`config.mk`:
```
export PLATFORM = sky130hd
export DESIGN_NAME = rect_fill_engine
export DESIGN_NICKNAME = d
export VERILOG_FILES = /design/src/rtl/rect_fill_engine.sv
export SDC_FILE = /design/constraint.sdc
export NUM_CORES = 1
export LEC_CHECK = 0
export ABC_AREA = 1
export CAP_MARGIN = 40
export CORE_UTILIZATION = 57
export CTS_BUF_LIST = sky130_fd_sc_hd__clkbuf_8
export CTS_CLUSTER_DIAMETER = 100
export DETAILED_ROUTE_END_ITERATION = 16
export PLACE_DENSITY = 0.85
export SETUP_SLACK_MARGIN = 0.15
export SLEW_MARGIN = 25
export SYNTH_ARGS = -nofsm -noshare
export SYNTH_HDL_FRONTEND = slang
export SYNTH_SLANG_ARGS = --single-unit
```
`constraint.sdc`:
```
create_clock -name Clck -period 3.4 [get_ports Clck]
set_clock_uncertainty 0.1 [all_clocks]
set_input_delay 0.34 -clock Clck [delete_from_list [all_inputs] [get_ports Clck]]
set_output_delay 0.34 -clock Clck [all_outputs]
set_load 0.02 [all_outputs]
```
`src/rtl/rect_fill_engine.sv`:
```
// -----------------------------------------------------------------------------
// rect_fill_engine
//   Shape raster engine for the VGA frame-buffer write port. Takes one request
//   (bounding box, mode, colour) through a valid/ready handshake, then walks
//   every position of the box in row-major order, one position per unstalled
//   cycle. Each position raises plot_en only if it passes the mode test.
//
//   Ports
//     Clck, Reset              clock (posedge), synchronous active-low reset
//     req_valid / req_ready    request handshake (ready only while idle)
//     x_start, x_end           box columns, start inclusive / end exclusive
//     y_start, y_end           box rows,    start inclusive / end exclusive
//     mode                     00 FILL, 01 OUTLINE, 10 CIRCLE, 11 FILL
//     color_in                 colour applied to every plotted pixel
//     plot_stall               downstream busy: hold outputs and scan position
//     plot_x/plot_y/plot_color pixel position and colour (registered)
//     plot_en                  write strobe for the pixel outputs
//     busy                     high while scanning and in the done cycle
//     done                     one-cycle pulse after the last scan position
//
//   Build option
//     RECT_FILL_CIRCLE_EN      defined: mode 10 draws a disc inscribed in the
//                              box. Undefined: no multipliers, mode 10 = FILL.
// -----------------------------------------------------------------------------
module rect_fill_engine #(
    parameter int X_BITS     = 8,
    parameter int Y_BITS     = 7,
    parameter int COLOR_BITS = 3
) (
    input  logic                  Clck,
    input  logic                  Reset,
    input  logic                  req_valid,
    output logic                  req_ready,
    input  logic [X_BITS-1:0]     x_start,
    input  logic [X_BITS-1:0]     x_end,
    input  logic [Y_BITS-1:0]     y_start,
    input  logic [Y_BITS-1:0]     y_end,
    input  logic [1:0]            mode,
    input  logic [COLOR_BITS-1:0] color_in,
    input  logic                  plot_stall,
    output logic [X_BITS-1:0]     plot_x,
    output logic [Y_BITS-1:0]     plot_y,
    output logic [COLOR_BITS-1:0] plot_color,
    output logic                  plot_en,
    output logic                  busy,
    output logic                  done
);

    typedef enum logic [1:0] {S_IDLE = 2'd0, S_RUN = 2'd1, S_DONE = 2'd2} state_t;

`ifdef RECT_FILL_CIRCLE_EN
    // Offsets from the box centre are kept in doubled coordinates so that
    // even-sized boxes have an integer centre.
    localparam int CW = ((X_BITS > Y_BITS) ? X_BITS : Y_BITS) + 2;
    localparam int PW = 2 * CW;
`endif

    state_t                  state_q, state_d;
    logic [X_BITS-1:0]       xs_q, xs_d, xe_q, xe_d, x_q, x_d;
    logic [Y_BITS-1:0]       ys_q, ys_d, ye_q, ye_d, y_q, y_d;
    logic [1:0]              mode_q, mode_d;
    logic [COLOR_BITS-1:0]   color_q, color_d;
    logic                    en_q, en_d;

    logic                    req_empty;
    logic                    x_wrap;
    logic                    last_pos;

    // Mode test for one position against one box. Comparisons against the
    // exclusive ends are done as p+1 == end in a widened domain so xe-1 never
    // underflows.
    function automatic logic pass_test(
        input logic [X_BITS-1:0] px,
        input logic [Y_BITS-1:0] py,
        input logic [X_BITS-1:0] bxs,
        input logic [X_BITS-1:0] bxe,
        input logic [Y_BITS-1:0] bys,
        input logic [Y_BITS-1:0] bye,
        input logic [1:0]        md
    );
`ifdef RECT_FILL_CIRCLE_EN
        logic signed [CW-1:0] dx, dy;
        logic signed [PW-1:0] dxe, dye;
        logic [CW-1:0]        w, h, dmin;
        logic [PW-1:0]        r2, d2;
`endif
        logic result;
        result = 1'b1;
        if (md == 2'b01) begin
            result = (px == bxs) || (({1'b0, px} + 1'b1) == {1'b0, bxe}) ||
                     (py == bys) || (({1'b0, py} + 1'b1) == {1'b0, bye});
        end
`ifdef RECT_FILL_CIRCLE_EN
        else if (md == 2'b10) begin
            dx   = $signed((CW'(px) << 1) - (CW'(bxs) + CW'(bxe) - CW'(1)));
            dy   = $signed((CW'(py) << 1) - (CW'(bys) + CW'(bye) - CW'(1)));
            dxe  = PW'(dx);
            dye  = PW'(dy);
            r2   = $unsigned(dxe * dxe) + $unsigned(dye * dye);
            w    = CW'(bxe) - CW'(bxs);
            h    = CW'(bye) - CW'(bys);
            dmin = (w < h) ? w : h;
            d2   = PW'(dmin) * PW'(dmin);
            result = (r2 <= d2);
        end
`endif
        return result;
    endfunction

    assign req_empty = (x_end <= x_start) || (y_end <= y_start);
    assign x_wrap    = (({1'b0, x_q} + 1'b1) == {1'b0, xe_q});
    assign last_pos  = x_wrap && (({1'b0, y_q} + 1'b1) == {1'b0, ye_q});

    // State and datapath registers
    always_ff @(posedge Clck) begin
        if (!Reset) begin
            state_q <= S_IDLE;
            xs_q    <= '0;
            xe_q    <= '0;
            ys_q    <= '0;
            ye_q    <= '0;
            mode_q  <= '0;
            color_q <= '0;
            x_q     <= '0;
            y_q     <= '0;
            en_q    <= 1'b0;
        end else begin
            state_q <= state_d;
            xs_q    <= xs_d;
            xe_q    <= xe_d;
            ys_q    <= ys_d;
            ye_q    <= ye_d;
            mode_q  <= mode_d;
            color_q <= color_d;
            x_q     <= x_d;
            y_q     <= y_d;
            en_q    <= en_d;
        end
    end

    // Next-state logic
    always_comb begin
        state_d = state_q;
        case (state_q)
            S_IDLE:  if (req_valid) state_d = req_empty ? S_DONE : S_RUN;
            S_RUN:   if (!plot_stall && last_pos) state_d = S_DONE;
            S_DONE:  state_d = S_IDLE;
            default: state_d = S_IDLE;
        endcase
    end

    // Datapath: latch the request, step the scan position and register the
    // mode test of the position that will be visible next cycle.
    always_comb begin
        xs_d    = xs_q;
        xe_d    = xe_q;
        ys_d    = ys_q;
        ye_d    = ye_q;
        mode_d  = mode_q;
        color_d = color_q;
        x_d     = x_q;
        y_d     = y_q;
        en_d    = en_q;
        case (state_q)
            S_IDLE: begin
                en_d = 1'b0;
                if (req_valid) begin
                    xs_d    = x_start;
                    xe_d    = x_end;
                    ys_d    = y_start;
                    ye_d    = y_end;
                    mode_d  = mode;
                    color_d = color_in;
                    x_d     = x_start;
                    y_d     = y_start;
                    en_d    = !req_empty &&
                              pass_test(x_start, y_start, x_start, x_end, y_start, y_end, mode);
                end
            end
            S_RUN: begin
                if (!plot_stall) begin
                    if (last_pos) begin
                        en_d = 1'b0;
                    end else begin
                        if (x_wrap) begin
                            x_d = xs_q;
                            y_d = y_q + 1'b1;
                        end else begin
                            x_d = x_q + 1'b1;
                        end
                        en_d = pass_test(x_d, y_d, xs_q, xe_q, ys_q, ye_q, mode_q);
                    end
                end
            end
            default: en_d = 1'b0;
        endcase
    end

    // Outputs
    always_comb begin
        req_ready  = (state_q == S_IDLE);
        busy       = (state_q == S_RUN) || (state_q == S_DONE);
        done       = (state_q == S_DONE);
        plot_x     = x_q;
        plot_y     = y_q;
        plot_en    = en_q;
        plot_color = color_q;
    end

endmodule

```
# Word level (Yosys, flattened, before mapping)
# Index checks and enable logic that the tools add are counted.
# totals
register_bits	53
in_bits	39
out_inout_bits	22
wordCells	73
# op_classes
n_addsub	6
order_cmp	2
n_eq_ne	13
mux	27
reduce_logical	15
# op_table
op	count
$mux 8	7
$mux 7	7
$add 8x1->9 const B	2
$eq 9x8->1	2
$add 7x1->8 const B	2
$eq 8x7->1	2
$pmux 8 s2	1
$pmux 7 s2	1
$add 8x1->8 const B	1
$eq 8x8->1	1
$le 8x8->1	1
$ne 2x2->1 const B	4
$add 7x1->7 const B	1
$eq 7x7->1	1
$le 7x7->1	1
$mux 1	6
$mux 2	3
$logic_or 1x1->1	5
$eq 2x1->1 const B	2
$pmux 2 s2	1
$reduce_and 2->1	2
$reduce_and 4->1	1
$logic_and 1x1->1	3
$eq 2x2->1 const B	1
other kinds (4)	5

# Logic depth before layout (Yosys ltp)
# Gate-level depths: netlist of the first run.
# logic_depth
ltp_word	15
depth_mapped	28
mapped_depth_nobuf	27

# Worst setup path before layout of the first run
# Ideal clock, no wire load.
# synth_timing
path_kind	register to register
start	reg x_q[0], in the netlist plot_x[0]
end	reg en_q, in the netlist plot_en
setup_time_ps	66
t_arrival_ps	3060
required_ps	3234
path_slack_ps	174
path_stages_with_launch	27
n_path_buf	1
synth_period_minus_slack_ps	3226
cell_sequence	dfxtp_1 -> ha_1 -> nand2_2 -> clkinv_1 -> nand3_2 -> nand2_1 -> nand2_1 -> nand2_1 -> nand2_1 -> nor2_4 -> nand3_2 -> buf_2 -> nand2_1 -> nand2_1 -> ha_1 -> xor2_1 -> nor2_1 -> nand3_1 -> nor2_1 -> nand2_1 -> nor2_1 -> a21oi_1 -> nand2_1 -> nand2_1 -> nand2_1 -> nand2_1 -> a21oi_2
# synth_between
elab_chain_len	15
word_cells_on_any_way	25
cone_classes	add/sub (4); eq/ne (5); mux (12); reduce/logical (4)
# synth_lines
element	line_no	rtl
start, declared	59	logic [X_BITS-1:0] xs_q, xs_d, xe_q, xe_d, x_q, x_d;
start signal, assigned	124	x_q <= '0;
start signal, assigned	135	x_q <= x_d;
$add 8x1->9	111	assign x_wrap = (({1'b0, x_q} + 1'b1) == {1'b0, xe_q});
$eq 9x8->1	111	
$mux 8	185	if (x_wrap) begin
$mux 8	182	if (last_pos) begin
$mux 8	181	if (!plot_stall) begin
$mux 8	164	case (state_q)
$add 8x1->9	90	result = (px == bxs) || (({1'b0, px} + 1'b1) == {1'b0, bxe}) ||
$eq 9x8->1	90	
$logic_or 1x1->1 (2 in a row)	90	
$logic_or 1x1->1	91	(py == bys) || (({1'b0, py} + 1'b1) == {1'b0, bye});
$mux 1	89	if (md == 2'b01) begin
$mux 1 (*)	182	
$mux 1 (*)	181	
$pmux 1 s2 (*)	164	
end signal, assigned	137	en_q <= en_d;
end, declared	63	logic en_q, en_d;
# Every way passes the cells marked *; elsewhere a longest branch is shown, timed or not. The select of a mux whose other input is x is not followed.
# A chain may end at the register's enable or synchronous reset.

# Worst setup path in the final report of the first run
# layout_timing
start	reg x_q[1], in the netlist plot_x[1]
end	reg en_q, in the netlist plot_en
# Same word-level chain as after synthesis.

==> metrics, run 1 <==
# DRC 0; Mapped Area a little over 4000 µm²; R2R cell count 25; Worst EP arrival 3.35 ns; initial antenna violation count 0; total track usage 0.332; largest net degree at the start of global routing 31; Root Driver clkbuf_8; number of enable flip-flop cells after synthesis 0; die footprint between 7000 and 8000 µm²; ys flop type dfxtp_1; M3 GR Usage 0.0495; WL per Instance 15.0 µm; MaxCap Viol Count 0; Core ar. slightly below 7000 µm²; Post-Route WL approximately 12,000 µm; worst-path fanout max 6; ant diodes 0; gpl congestion 0.953; post-cts hold buffer count 0; Syn. warnings 0; vias in the first global route about 4,000; Worst Setup Start Kind flop; RSZ-0062 raised after global routing yes; Post-synth ARST share 0; Hold/Removal Path Class flop to flop; Vias ~4,600; Multi-input gate area approximately 2600 µm²; Die Height roughly 86 µm; Net Count, Synth around 700; Worst-Skew Late Latency about 0.32 ns; Tmin final ~3.2 ns; Layout area overhead 22.9%; Max Slew Vio Count 0; Top cell by count, worst path nand2_1; P_leak approximately 2.3 nW; Initial DRC Count 337; Layout Nets approximately 770; placed instance area about 4800 µm²; clock sinks between 50 and 60; syn_area_per_cell ~6.2 µm²; power per cell area 489 nW/µm²; status complete, no violations; Reg clk slew, reported paths ~0.1 ns; TritonCTS clock tree yes; Fin. Hold Viols 0; cell area after layout approximately 5000 µm²; CP Data Required Time approximately 3.6 ns; Worst-Margin Slew between 0.7 and 0.8 ns; htree depth 2; Rel. slew slack 0.503; GR Util met2 0.519; critical path endpoint category flop; CP peak stage delay between 0.3 and 0.4 ns; Core Rows 30; Ports between 60 and 70; Synth Instances between 600 and 700; WS Path Type flop to flop; GRT busiest layer met2; sequential area share after synthesis 0.262; slowest cell on the critical path dfxtp_1; Tcrit/Tclk final 0.940; gr ovfl total 0; peak supply drop ~0.3 mV; Yosys cell types 34; Setup Viol. Count Final 0; Seq. cell area approximately 1100 µm²; worst reg2reg setup slack between 0.2 and 0.25 ns; via-per-instance ratio ~5.7; Num CTS Buffers 5; WHS Path Cells 2; Initial Utilization 0.593; Port Buffers 60; Design Power about 2.4 mW; Detail Route Antenna Nets 0; die width 86.3 µm; Fill cells around 610; maximum clock rate approximately 310 MHz; met1 GRT Util 0.468; share of cells above drive strength 1 0.0912; Yosys reg bits 53; first-pass GRT wire length roughly 19,000 µm; post-DP HPWL 9130 µm; CTS max path bufs 2; DR pass1 iterations 5
==> path summary, 6_finish.rpt <==
kind / startpoint / to
worst max-delay path: plot_x[1]$_SDFFE_PN0P_ / plot_en$_SDFFE_PN0P_
worst min-delay path: mode_q[1]$_SDFFE_PN0P_ / mode_q[1]$_SDFFE_PN0P_
worst max register to register: plot_x[1]$_SDFFE_PN0P_ / plot_en$_SDFFE_PN0P_
worst min register to register: mode_q[1]$_SDFFE_PN0P_ / mode_q[1]$_SDFFE_PN0P_
==> per-stage QoR <==
step | util | hold slack, ns | instances | worst slack, ns | setup TNS, ns
4_1_cts | 0.713 | 0.374 | 802 | 0.202 | 0
3_3_place_gp | 0.696 | 0.340 | 793 | 0.121 | 0
5_1_grt | 0.729 | 0.406 | 809 | -0.0141 | -0.0141
3_5_place_dp | 0.697 | 0.361 | 793 | -0.00852 | -0.00852
6_report | 0.729 | 0.370 | 809 | 0.204 | 0
2_1_floorplan | - | 0.329 | 650 | 0.174 | 0
==> worst max-delay path: cells and delay by family (launching register included) <==
kind / cells / cell delay, ns
flops: 1 / 0.35
buf+inv: 3 / 0.41
fa+ha+maj: 1 / 0.20
compound gates: 2 / 0.37
simple gates: 19 / 1.70
==> registers in the layout, indices dropped and copies added (netlist names) <==
name,cells
plot_x,8
xe_q,8
xs_q,8
plot_y,7
ye_q,7
ys_q,7
plot_color,3
mode_q,2
state_q,2
plot_en,1
==> timing repair <==
item,4_1_cts,5_1_grt
pin swaps,0,8
buffers inserted,1,5
endpoints found under the hold margin,0,0
endpoints found under the setup margin,1,16
gates cloned,0,1
gates resized for setup,2,17
==> synth_stat cells, types with 2 or more instances <==
cell type / n / share of area
a21oi_1: 42 / 0.052
a31oi_1: 15 / 0.023
buf_2: 5 / 0.0062
buf_6: 2 / 0.0056
clkbuf_1: 18 / 0.017
dfxtp_1: 53 / 0.26
ha_1: 22 / 0.068
inv_1: 80 / 0.074
inv_2: 2 / 0.0019
nand2_1: 173 / 0.16
nand2_2: 5 / 0.0077
nand3_1: 48 / 0.059
nand3_2: 2 / 0.0049
nand4_1: 23 / 0.035
nor2_1: 49 / 0.045
nor2_2: 2 / 0.0031
nor2_4: 4 / 0.011
nor3_1: 2 / 0.0025
o211ai_1: 4 / 0.0074
o21ai_0: 59 / 0.073
o21ai_1: 4 / 0.0049
o21ai_2: 5 / 0.011
xnor2_1: 5 / 0.011
xor2_1: 16 / 0.035
==> power breakdown <==
part / total [mW] / switching [mW] / internal, mW / leakage (nW)
Clock: 0.363 / 0.223 / 0.141 / 0.0467
Sequential: 0.813 / 0.100 / 0.712 / 0.440
Combinational: 1.26 / 0.766 / 0.494 / 1.78
==> per-layer routing <==
metal	share of wire	wire [µm]	up-vias
met2	0.44	5400	221
met5	0	0	-
met3	0.079	956	23
li1	-	-	2267
met1	0.46	5560	2073
met4	0.021	260	0
==> layout by cell type, fill, tap and decap left out, types with 2 or more instances in the layout <==
cell and n:
nand2_1 168, inv_1 82, clkdlybuf4s50_1 60, o21ai_0 59, dfxtp_1 50, nand3_1 48
nor2_1 48, a21oi_1 41, nand4_1 23, ha_1 19, buf_4 17, xor2_1 16
a31oi_1 15, nand2_2 10, nor2_4 5, xnor2_1 5, clkbuf_8 5, o211ai_1 4
o21ai_2 4, o21ai_1 4, buf_6 3, dfxtp_2 3, inv_2 2, nand3_2 2
nor2_2 2, o21ai_4 2, ha_2 2
==> cell families (layout without fill, tap and decap cells) <==
logic type	after synthesis	count (layout)	synth area share
fa+ha+maj	22	22	0.0679
xor+xnor	21	21	0.0454
flops	53	53	0.262
compound gates	135	135	0.186
buf+inv	109	171	0.106
simple gates	310	311	0.333
==> area by class of cell <==
| cell class | count | share of cell area |
|---|---|---|
| Clock buffer | 5 | 0.0138 |
| Multi-Input combinational cell | 489 | 0.530 |
| Inverter | 83 | 0.0625 |
| Timing Repair Buffer | 80 | 0.153 |
| Clock inverter | 3 | 0.00301 |
| Sequential cell | 53 | 0.214 |
| Tap cell | 96 | 0.0241 |
Power figures use the tool's default switching activity.
==> inputs of run 2 (changes only) <==
--- a/config.mk
+++ b/config.mk
@@ -6,6 +6,7 @@
 export NUM_CORES = 1
 export LEC_CHECK = 0
 export ABC_AREA = 1
+export ABC_CLOCK_PERIOD_IN_PS = 3400
 export CAP_MARGIN = 40
 export CORE_UTILIZATION = 57
 export CTS_BUF_LIST = sky130_fd_sc_hd__clkbuf_8
==> results of run 2 <==
The final DEF is identical to that of run 1; final timing and power are the same.
